File: config.mk
export PLATFORM = sky130hd
export DESIGN_NAME = ram_host_ctrl
export DESIGN_NICKNAME = d
export VERILOG_FILES = /design/src/rtl/ram_host_ctrl.sv
export SDC_FILE = /design/constraint.sdc
export NUM_CORES = 1
export LEC_CHECK = 0
export ABC_AREA = 1
export ABC_CLOCK_PERIOD_IN_PS = 1900
export BUFFER_PORTS_ARGS = -buffer_cell sky130_fd_sc_hd__buf_2
export CAP_MARGIN = 20
export CORE_MARGIN = 5
export CORE_UTILIZATION = 51
export CTS_CLUSTER_SIZE = 12
export DETAILED_ROUTE_END_ITERATION = 8
export GPL_TIMING_DRIVEN = 0
export PLACE_DENSITY_LB_ADDON = 0.25
export SLEW_MARGIN = 20
export SYNTH_ARGS = -nofsm -noshare
export SYNTH_HDL_FRONTEND = slang
export SYNTH_SLANG_ARGS = --single-unit
File: constraint.sdc
create_clock -name clk_t -period 1.9 [get_ports clk_t]
set_clock_uncertainty 0.2 [all_clocks]
set_input_delay 0.285 -clock clk_t [delete_from_list [all_inputs] [get_ports clk_t]]
set_output_delay 0.285 -clock clk_t [all_outputs]
set_load 0.02 [all_outputs]
File: src/rtl/ram_host_ctrl.sv
// Host-side RAM command sequencer: turns single requests into PRE/ACT/READ/WRITE
// sequences, tracks the open row per bank and streams write/read beats.
module ram_host_ctrl #(
  parameter int T_RCD  = 2,
  parameter int T_RP   = 2,
  parameter int T_CL   = 2,
  parameter int DATA_W = 16
) (
  input  logic              clk_t,
  input  logic              reset,
  input  logic              req_valid,
  output logic              req_ready,
  input  logic              req_we,
  input  logic [8:0]        req_addr,
  input  logic [2:0]        req_len,
  input  logic              req_ap,
  input  logic [DATA_W-1:0] wdata,
  output logic              wd_ready,
  output logic [DATA_W-1:0] rd_data,
  output logic              rd_valid,
  output logic              cs,
  output logic              act,
  output logic              ras,
  output logic              cas,
  output logic              rwb,
  output logic              auto_pre,
  output logic              burst_mode,
  output logic              bank_grp,
  output logic [1:0]        bank_no,
  output logic [2:0]        row_address,
  output logic [2:0]        col_address,
  output logic [2:0]        burst_len,
  output logic [DATA_W-1:0] datain,
  input  logic [DATA_W-1:0] dataout
);

  typedef enum logic [3:0] {
    IDLE, PRE, PRE_WAIT, ACT, ACT_WAIT, RW, WBURST, RBURST, AP_WAIT
  } state_t;

  // Pin order {cs, act, ras, cas, rwb}
  localparam logic [4:0] CMD_NOP = 5'b10111;
  localparam logic [4:0] CMD_ACT = 5'b01011;
  localparam logic [4:0] CMD_RD  = 5'b00101;
  localparam logic [4:0] CMD_WR  = 5'b00100;
  localparam logic [4:0] CMD_PRE = 5'b00010;

  localparam int WMAX   = (T_RP > T_RCD) ? ((T_RP > T_CL) ? T_RP : T_CL)
                                         : ((T_RCD > T_CL) ? T_RCD : T_CL);
  localparam int WAIT_W = $clog2(WMAX + 1);
  localparam logic [WAIT_W-1:0] RP_M1  = WAIT_W'(T_RP - 1);
  localparam logic [WAIT_W-1:0] RP_M2  = WAIT_W'(T_RP - 2);
  localparam logic [WAIT_W-1:0] RCD_M2 = WAIT_W'(T_RCD - 2);
  localparam logic [WAIT_W-1:0] CL_M1  = WAIT_W'(T_CL - 1);

  state_t            state;
  logic [WAIT_W-1:0] wait_cnt;
  logic [2:0]        beat;
  logic              tail;

  logic       we_q, ap_q;
  logic [2:0] idx_q, row_q, col_q, len_q;

  logic [7:0] row_vld;
  logic [2:0] row_tab [8];

  logic [2:0] req_idx, req_row, req_col;
  logic       req_hit, to_act, to_rw, burst_end;

  assign req_idx = req_addr[8:6];
  assign req_row = req_addr[5:3];
  assign req_col = req_addr[2:0];
  assign req_hit = row_vld[req_idx] && (row_tab[req_idx] == req_row);

  // Wait states of zero length are skipped by leaving PRE/ACT directly.
  assign to_act    = (state == PRE && T_RP == 1) || (state == PRE_WAIT && wait_cnt == '0);
  assign to_rw     = (state == ACT && T_RCD == 1) || (state == ACT_WAIT && wait_cnt == '0);
  assign burst_end = (state == WBURST && !wd_ready) || (state == RBURST && tail);

  always_ff @(posedge clk_t or negedge reset) begin
    if (!reset) begin
      state                    <= IDLE;
      wait_cnt                 <= '0;
      beat                     <= '0;
      tail                     <= 1'b0;
      req_ready                <= 1'b0;
      wd_ready                 <= 1'b0;
      rd_valid                 <= 1'b0;
      rd_data                  <= '0;
      datain                   <= '0;
      {cs, act, ras, cas, rwb} <= CMD_NOP;
      auto_pre                 <= 1'b0;
      burst_mode               <= 1'b0;
      bank_grp                 <= 1'b0;
      bank_no                  <= '0;
      row_address              <= '0;
      col_address              <= '0;
      burst_len                <= '0;
      we_q                     <= 1'b0;
      ap_q                     <= 1'b0;
      idx_q                    <= '0;
      row_q                    <= '0;
      col_q                    <= '0;
      len_q                    <= '0;
      row_vld                  <= '0;
      for (int i = 0; i < 8; i++) row_tab[i] <= '0;
    end else begin
      rd_valid <= 1'b0;
      case (state)
        IDLE: begin
          if (!req_ready) begin
            req_ready <= 1'b1;
          end else if (req_valid) begin
            req_ready           <= 1'b0;
            we_q                <= req_we;
            ap_q                <= req_ap;
            idx_q               <= req_idx;
            row_q               <= req_row;
            col_q               <= req_col;
            len_q               <= req_len;
            {bank_grp, bank_no} <= req_idx;
            if (req_hit) begin
              state                    <= RW;
              {cs, act, ras, cas, rwb} <= req_we ? CMD_WR : CMD_RD;
              col_address              <= req_col;
              burst_len                <= req_len;
              burst_mode               <= |req_len;
              auto_pre                 <= req_ap;
              wd_ready                 <= req_we;
            end else if (row_vld[req_idx]) begin
              state                    <= PRE;
              {cs, act, ras, cas, rwb} <= CMD_PRE;
              row_vld[req_idx]         <= 1'b0;
            end else begin
              state                    <= ACT;
              {cs, act, ras, cas, rwb} <= CMD_ACT;
              row_address              <= req_row;
              row_vld[req_idx]         <= 1'b1;
              row_tab[req_idx]         <= req_row;
            end
          end
        end
        PRE: begin
          {cs, act, ras, cas, rwb} <= CMD_NOP;
          state                    <= PRE_WAIT;
          wait_cnt                 <= RP_M2;
        end
        PRE_WAIT: wait_cnt <= wait_cnt - 1'b1;
        ACT: begin
          {cs, act, ras, cas, rwb} <= CMD_NOP;
          state                    <= ACT_WAIT;
          wait_cnt                 <= RCD_M2;
        end
        ACT_WAIT: wait_cnt <= wait_cnt - 1'b1;
        RW: begin
          // Beat 0 is taken in the command cycle itself.
          {cs, act, ras, cas, rwb} <= CMD_NOP;
          if (we_q) begin
            datain   <= wdata;
            beat     <= 3'd1;
            wd_ready <= (len_q != 3'd0);
            state    <= WBURST;
          end else begin
            beat     <= 3'd0;
            tail     <= 1'b0;
            wait_cnt <= CL_M1;
            state    <= RBURST;
          end
        end
        WBURST: begin
          if (wd_ready) begin
            datain <= wdata;
            if (beat == len_q) wd_ready <= 1'b0;
            else               beat     <= beat + 3'd1;
          end
        end
        RBURST: begin
          if (!tail) begin
            if (wait_cnt != '0) begin
              wait_cnt <= wait_cnt - 1'b1;
            end else begin
              rd_data  <= dataout;
              rd_valid <= 1'b1;
              if (beat == len_q) tail <= 1'b1;
              else               beat <= beat + 3'd1;
            end
          end
        end
        AP_WAIT: begin
          if (wait_cnt == '0) begin
            state     <= IDLE;
            req_ready <= 1'b1;
          end else begin
            wait_cnt <= wait_cnt - 1'b1;
          end
        end
        default: state <= IDLE;
      endcase

      if (to_act) begin
        state                    <= ACT;
        {cs, act, ras, cas, rwb} <= CMD_ACT;
        row_address              <= row_q;
        row_vld[idx_q]           <= 1'b1;
        row_tab[idx_q]           <= row_q;
      end
      if (to_rw) begin
        state                    <= RW;
        {cs, act, ras, cas, rwb} <= we_q ? CMD_WR : CMD_RD;
        col_address              <= col_q;
        burst_len                <= len_q;
        burst_mode               <= |len_q;
        auto_pre                 <= ap_q;
        wd_ready                 <= we_q;
      end
      if (burst_end) begin
        if (ap_q) begin
          state          <= AP_WAIT;
          wait_cnt       <= RP_M1;
          row_vld[idx_q] <= 1'b0;
        end else begin
          state     <= IDLE;
          req_ready <= 1'b1;
        end
      end
    end
  end

endmodule

==> results of run 1 <==
[cell usage in the layout (no fill, tap or decap), drive strengths merged, types with 9 or more instances in the layout]
cell         instances
dlygate4sd3         42
buf                160
inv                 81
o21ai               66
nand2              237
nor2                39
nand3               51
dfrtp              103
nand4               11
nor4                 9
clkbuf              14
o211ai              26
a21oi               15
mux2                16
[kinds of logic (layout without fill, tap and decap cells)]
group | after synthesis | in the layout | synth area share (%)
and+or+nand+nor | 352 | 352 | 27.6
muxes | 16 | 16 | 3.21
adders and majority gates | 4 | 4 | 0.893
buffers and inverters | 103 | 305 | 7.57
AOI/OAI and AO/OA | 118 | 118 | 12.3
xor gates and xnor gates | 4 | 4 | 0.625
DFF | 107 | 107 | 47.9
[metal layers]
| layer | vias to the layer above | routed length [um] |
|---|---|---|
| met5 | - | 0 |
| met3 | 56 | 1540 |
| met1 | 2753 | 6820 |
| met4 | 0 | 534 |
| li1 | 2707 | - |
| met2 | 302 | 8800 |
[flip-flops by register name, summed over array words and instances (netlist names), 4 cells and up]
signal,cells
row_tab,24
rd_data,16
row_vld,8
state,4
datain,16
[worst max path at each step]
stage | endpoint | startpoint | cells after the start
5_1_grt | row_tab[21] | state[3] | 12
2_1_floorplan | datain[10] | state[3] | 7
4_1_cts | row_tab[22] | state[3] | 12
3_5_place_dp | rwb | wait_cnt[0] | 11
6_report | datain[9] | state[2] | 7
3_3_place_gp | datain[2] | reset | 1
[metrics by stage]
step / cells / hold WS (ns) / power [uW] / setup slack (ns)
2_1_floorplan: 704 / -0.211 / 7280 / 0.0110
3_3_place_gp: 945 / 0.252 / 8590 / -0.859
3_5_place_dp: 946 / 0.0741 / 8800 / -0.487
4_1_cts: 1038 / 0.00781 / 11100 / -0.0532
5_1_grt: 1046 / 0.0142 / 12500 / -0.241
6_report: 1046 / 0.0228 / 11700 / -0.119
[repair_timing]
item                                    4_1_cts  5_1_grt
gates cloned                                  2        0
endpoints found under the hold margin        96        0
endpoints found under the setup margin      104       95
resized for setup                            90       71
hold buffers                                 42        0
setup buffers                                36        9
pin swaps                                    32       21
[tightest hold or removal path: cells and delay by family]
family                 cells  cell delay, ns
AO/OA/AOI/OAI              1            0.06
buffers and inverters      1            0.16
AND/OR/NAND/NOR            1            0.08
[cell type report]
cell class / instances / area [sq um]
clock buffer: 9 / 124
fill: 784 / 2980
timing repair buffer: 190 / 1370
multi-input combinational: 494 / 2870
buffer: 17 / 151
sequential: 107 / 2690
clock inverter: 7 / 93.8
inverter: 82 / 339
tap: 140 / 175
[where the power goes]
| group | switching [uW] | internal (uW) | total (uW) |
|---|---|---|---|
| Sequential | 835 | 3360 | 4190 |
| Combinational | 3650 | 2360 | 6010 |
| Clock | 899 | 646 | 1540 |
==> metrics, run 1 <==
worst-case reg-to-reg path depth 7; Starting Density 51.9%; clock buffer count from CTS 9; ordered list of cells on the worst path inv_2 -> nor2_4 -> buf_4 -> nand2_2 -> o21ai_4 -> buf_6 -> mux2_2; buffers plus inverters on the worst setup path 3; RSZ-0062 raised after global routing true; Final setup viols 70; Min-Delay Startpoint req_addr[8]; vias in the first global route 5701; number of maximum-capacitance violations 0; power density of the placed cells roughly 1500 nW/um^2; portion of the post-synthesis area used by sequential elements 47.9%; Reg2Reg Capture Point datain[9]; routed wirelength normalized by instance count between 15 and 20 um; Die Ht around 110 um; Final Wtd Congestion around 0.89; leftover overflow at the end of global routing 0; class of the most critical hold timing path in2reg; Clock Tree Root sky130_fd_sc_hd__clkbuf_8; yosys synthesis warning count 0; final std cell area, no fill 7810 sq um; Syn Area/Cell between 7 and 8 sq um; max_slew headroom around 64%; cell area after placement around 6300 sq um; met3 Track Usage GR 6.84%; most crowded layer after global routing met2; count of nets left with antenna violations after detail routing 0; count of unresolved DRC violations after routing 0; maximum clock rate 495 MHz; via-per-instance ratio about 5.6; post-synthesis cell type count 37; number of flops mapped to enable cells by yosys 0; peak supply drop between 1 and 1.5 mV; met2 track demand over resource in global routing between 40% and 50%; final core utilization 72.4%; top fanout value on the critical path 6; sum of negative setup slack -3.46 ns; antenna violations before repair 0; largest cells by area after synthesis sky130_fd_sc_hd__dfrtp_1 (46%), sky130_fd_sc_hd__nand2_1 (16%), sky130_fd_sc_hd__o21ai_0 (4.8%); slowest library cell on the worst path sky130_fd_sc_hd__dfrtp_2; setup slack, reg-to-reg -0.12 ns; clock tree from TritonCTS yes; number of hold violations in the final report 0; first-pass GRT wire length about 28000 um; Critical Path Sink Type flop; violated checks negative setup slack; maximum number of pins on one net before global-route repair 56; Synth top area share roughly 46%; detailed-route via count approximately 5800; hold path cells 3; layout-stage area growth over the synthesis result 39.4%; endpoint required time on the critical path around 2.0 ns; DRT Wirelength roughly 18000 um; Detailed Routing Iterations Pass 1 5; cell accounting for the most synthesized area sky130_fd_sc_hd__dfrtp_1; source of the worst register-to-register timing path state[2]; overall track demand over capacity in global routing about 27%; number of inserted diodes 0; Worst Hold Endpoint idx_q[2]; Core ar. 10800 sq um; static leakage power between 0.003 and 0.004 uW; met1 Resource Use GR 33.7%; HPWL after DPL about 11000 um; crit share post-route 106%; level count of the clock H-tree 3; clock net sink count about 110; number of pins exceeding their max-slew limit in the final report 0; most common flop cell mapped by yosys sky130_fd_sc_hd__dfrtp_1; gate family responsible for the most delay along the worst path flip-flops; transition time of the tightest slew-check pin around 0.54 ns; First DRT Iteration DRCs 661; Reg clk slew, reported paths 0.11 ns; min Tclk post-route around 2 ns; most numerous cell in the Yosys netlist sky130_fd_sc_hd__nand2_1; count of state elements after synthesis 107; type of the worst setup path reg2reg; combined area of all synthesized cells around 5600 sq um; # IOs 103; Longest Clk Path Bufs 2; net count after synthesis around 760; worst skew pair latency roughly 0.40 ns; outcome complete, but fails checks; cell count after synthesis 704; signal arrival time at the worst endpoint around 2.1 ns; die width 115 um; Worst Setup Slack, final -0.119 ns; async set or reset register ratio after synthesis 100%; worst stage delay on the critical path 0.44 ns; number of placement rows 38; full die area between 10000 and 15000 sq um; final-stage net count 954; type of origin of the critical path flop; commonest cells in the netlist sky130_fd_sc_hd__nand2_1 (233), sky130_fd_sc_hd__dfrtp_1 (103), sky130_fd_sc_hd__inv_1 (68), sky130_fd_sc_hd__o21ai_0 (54), sky130_fd_sc_hd__nand3_1 (44); fraction of layout instances using a drive strength above 1 32.1%; count of input and output buffers 101
Note: power is estimated with default switching activity, not from simulation.
==> run 2, diff against run 1 <==
Settings changed: ABC_AREA 1 to unset.
==> run 2 against run 1 <==
The flow still finishes with violations (negative setup slack). Via count shrank 9.5%. Clock power shrank 3%. Maximum frequency shrank 13%. Combinational power grew 15%. Die area shrank 0.67%. Global-route usage shrank 0.34 points. First-iteration DRC count shrank 27%. Critical path depth grew 2. Core utilization grew 2.4 points. Critical path type unchanged. Critical endpoint is now row_tab[1]. Largest power group unchanged.
==> metrics, run 2 <==
Syn Area/Cell 9.94 sq um (was 7.96 sq um); top fanout value on the critical path 4 (was 6); ordered list of cells on the worst path buf_6 -> nor3_4 -> nand4_1 -> buf_6 -> nor3_4 -> buf_6 -> nand3_2 -> mux2i_1 -> a21oi_1 (was inv_2 -> nor2_4 -> buf_4 -> nand2_2 -> o21ai_4 -> buf_6 -> mux2_2); final worst hold slack 0.118 ns (was 0.0228 ns); Detailed Routing Iterations Pass 1 5 (unchanged); Synth top area share 46.3% (was 46.0%); level count of the clock H-tree 3 (unchanged); RSZ-0062 raised after global routing true (unchanged); number of pins exceeding their max-slew limit in the final report 0 (unchanged); maximum number of pins on one net before global-route repair 59 (was 56); post-synthesis simple-gate area fraction 17.2% (was 27.6%); sum of negative setup slack -16.14 ns (was -3.46 ns); most common flop cell mapped by yosys sky130_fd_sc_hd__dfrtp_1 (unchanged); max_slew headroom 55.0% (was 64.1%); power density of the placed cells 1560 nW/um^2 (was 1500 nW/um^2); layout-stage area growth over the synthesis result 44.3% (was 39.4%); commonest non-fill, non-tap cells in the layout sky130_fd_sc_hd__buf_2 (103), sky130_fd_sc_hd__dfrtp_1 (103), sky130_fd_sc_hd__nand2_1 (80) (was sky130_fd_sc_hd__nand2_1 (221), sky130_fd_sc_hd__buf_2 (100), sky130_fd_sc_hd__dfrtp_1 (96)); min Tclk post-route 2.32 ns (was 2.02 ns); async set or reset register ratio after synthesis 100% (unchanged); Fill cells 723 (was 784); worst skew pair latency 0.38 ns (was 0.40 ns); yosys synthesis warning count 0 (unchanged); largest registers ranked by flip-flop count row_tab: 24 flops, datain: 16 flops, rd_data: 16 flops (unchanged); class of the most critical hold timing path in2reg (unchanged); vias in the first global route 5307 (was 5701); First DRT Iteration DRCs 485 (was 661); cell count after synthesis 560 (was 704); fraction of power consumed by the clock network 11.9% (was 13.1%); Longest Clk Path Bufs 2 (unchanged); cell area after placement 6410 sq um (was 6330 sq um); type of origin of the critical path flop (unchanged); internal power consumption 7150 uW (was 6360 uW); die width 114 um (was 115 um); commonest cells in the netlist sky130_fd_sc_hd__dfrtp_1 (103), sky130_fd_sc_hd__nand2_1 (92), sky130_fd_sc_hd__mux2i_1 (43), sky130_fd_sc_hd__nor2_1 (36) (was sky130_fd_sc_hd__nand2_1 (233), sky130_fd_sc_hd__dfrtp_1 (103), sky130_fd_sc_hd__inv_1 (68), sky130_fd_sc_hd__o21ai_0 (54), sky130_fd_sc_hd__nand3_1 (44)); cell type with the highest occurrence count on the critical path sky130_fd_sc_hd__buf_6; Final setup viols 71 (was 70); Reg clk slew, reported paths 0.11 ns (about the same); count of state elements after synthesis 107 (unchanged); total area of sequential cells 2680 sq um (was 2690 sq um); mux contribution to synthesized area 14.4% (was 3.21%); Core ar. 10700 sq um (was 10800 sq um); detailed-route via count 5267 (was 5818); cell accounting for the most synthesized area sky130_fd_sc_hd__dfrtp_1 (unchanged); full die area 13100 sq um (was 13200 sq um); portion of total power attributed to combinational logic 55.2% (was 51.2%); final-stage net count 819 (was 954); clock tree from TritonCTS yes (unchanged); switching portion of total power 43.0% (was 45.8%); routed wirelength normalized by instance count 19.4 um (was 16.9 um); first-pass GRT wire length 27600 um (was 28100 um); clock buffer count from CTS 9 (unchanged); endpoint required time on the critical path 1.95 ns (was 1.99 ns); slowest library cell on the worst path sky130_fd_sc_hd__dfrtp_1 (was sky130_fd_sc_hd__dfrtp_2); number of maximum-capacitance violations 0 (unchanged); number of inserted diodes 0 (unchanged); max FFs per register 24 (unchanged); leftover overflow at the end of global routing 0 (unchanged); number of hold violations in the final report 0 (unchanged); largest cells by area after synthesis sky130_fd_sc_hd__dfrtp_1 (46%), sky130_fd_sc_hd__mux2i_1 (7.7%), sky130_fd_sc_hd__mux2_2 (6.7%) (was sky130_fd_sc_hd__dfrtp_1 (46%), sky130_fd_sc_hd__nand2_1 (16%), sky130_fd_sc_hd__o21ai_0 (4.8%)); buffers plus inverters on the worst setup path 3 (unchanged); share of the synthesized area in compound gates (AO/OA/AOI/OAI) 13.8% (was 12.3%); gate family responsible for the most delay along the worst path simple AND/OR/NAND/NOR gates (was flip-flops); crit share post-route 122% (was 106%); violated checks negative setup slack (unchanged); register ranked first by flip-flop count row_tab (unchanged); clock net sink count 107 (unchanged); outcome complete, but fails checks (unchanged); post-synthesis cell type count 59 (was 37); multi-input combinational cell area 3170 sq um (was 2870 sq um); most numerous cell in the Yosys netlist sky130_fd_sc_hd__dfrtp_1 (was sky130_fd_sc_hd__nand2_1); final core utilization 74.7% (was 72.4%); adder-cell area share of the yosys netlist 0.899% (was 0.893%); sequential fraction of design power 32.9% (was 35.7%); count of nets left with antenna violations after detail routing 0 (unchanged); DRT Wirelength 17700 um (about the same); HPWL after DPL 10600 um (was 11200 um); dominant combinational cell family by area after synthesis simple AND/OR/NAND/NOR gates (unchanged); count of input and output buffers 101 (unchanged); net count after synthesis 613 (was 757); fraction of layout instances using a drive strength above 1 40.5% (was 32.1%); reported net switching power 5400 uW (was 5390 uW); Worst Setup Slack, final -0.422 ns (was -0.119 ns); overall track demand over capacity in global routing 26.5% (was 26.9%); combined area of all synthesized cells 5560 sq um (was 5610 sq um); Place WS -0.857 ns (was -0.487 ns); number of placement rows 38 (unchanged); final std cell area, no fill 8030 sq um (was 7810 sq um); fraction of synthesized cell area in xor and xnor cells 1.28% (was 0.625%); Critical Path Sink Type flop (unchanged); static leakage power 0.00379 uW (was 0.00382 uW); number of flops mapped to enable cells by yosys 0 (unchanged); maximum clock rate 431 MHz (was 495 MHz); Starting Density 51.8% (was 51.9%); peak supply drop 1.01 mV (was 1.16 mV); # IOs 103 (unchanged); via-per-instance ratio 5.78 (was 5.56); count of unresolved DRC violations after routing 0 (unchanged); type of the worst setup path reg2reg (unchanged); transition time of the tightest slew-check pin 0.675 ns (was 0.539 ns); Final Wtd Congestion 0.951 (was 0.887); worst stage delay on the critical path 0.40 ns (was 0.44 ns); Clock Tree Root sky130_fd_sc_hd__clkbuf_8 (unchanged); antenna violations before repair 0 (unchanged); signal arrival time at the worst endpoint 2.37 ns (was 2.11 ns); portion of the post-synthesis area used by sequential elements 48.2% (was 47.9%); Die Ht 114 um (was 115 um)
[run 2: cells by family (layout without fill, tap and decap cells)]
group	Yosys count	count (layout)
multiplexers	76	76
XOR/XNOR	6	6
flip-flops	107	107
AO/OA/AOI/OAI	114	114
adder cells (fa/ha/maj)	4	4
AND/OR/NAND/NOR	204	204
buffers and inverters	49	260
[run 2: area by class of cell]
class | count | share of cell area [%]
clock inverter | 5 | 0.763
multi-input combinational | 404 | 39.4
tap | 140 | 2.18
buffer | 30 | 3.52
sequential | 107 | 33.4
inverter | 14 | 0.701
clock buffer | 11 | 1.89
timing repair buffer | 200 | 18.1
[run 2: tightest hold or removal path: cells and delay by family]
family	cells	cell delay [ns]
buffers and inverters	2	0.26
and+or+nand+nor	2	0.11
[run 2: power groups by stage]
stage / Sequential (uW) / Combinational [uW] / Clock [uW]
finish: 4130 / 6930 / 1500
global route: 4230 / 7370 / 1610
CTS: 4060 / 6190 / 1510
detailed placement: 4080 / 5190 / 0
global placement: 4010 / 5050 / 0
floorplan: 4650 / 2980 / 0
[run 2: repair_timing]
action / in CTS / in global routing
gates cloned: 1 / 2
endpoints found under the hold margin: 93 / 0
pin swaps: 42 / 39
setup buffers: 28 / 26
setup endpoints to repair: 104 / 102
hold buffers: 41 / 0
gates resized for setup: 103 / 48
[run 2: path summary, 6_finish.rpt]
kind / from / to / slack, ns / cells after the start
min in group asynchronous: reset / beat[0] / 0.20 / 2
max: state[2] / row_tab[1] / -0.42 / 9
min: req_addr[8] / idx_q[2] / 0.12 / 4
max in group asynchronous: reset / cas / 0.63 / 3
min reg2reg: cas / cas / 0.28 / 2
max reg2reg: state[2] / row_tab[1] / -0.42 / 9
[run 2: per-layer routing]
layer / global-route usage [%] / up-vias / part of all wire (%) / wire length [um]
met3: 6.40 / 39 / 8.3 / 1460
met5: 0 / - / 0 / 0
met4: 8.63 / 0 / 2.2 / 390
met2: 43.9 / 266 / 48 / 8550
met1: 34.3 / 2583 / 41 / 7270
li1: - / 2379 / - / -
[run 2: stage by stage]
step / cells / power (uW)
floorplan: 560 / 7640
global placement: 801 / 9060
detailed placement: 802 / 9260
CTS: 885 / 11800
global route: 911 / 13200
finish: 911 / 12600
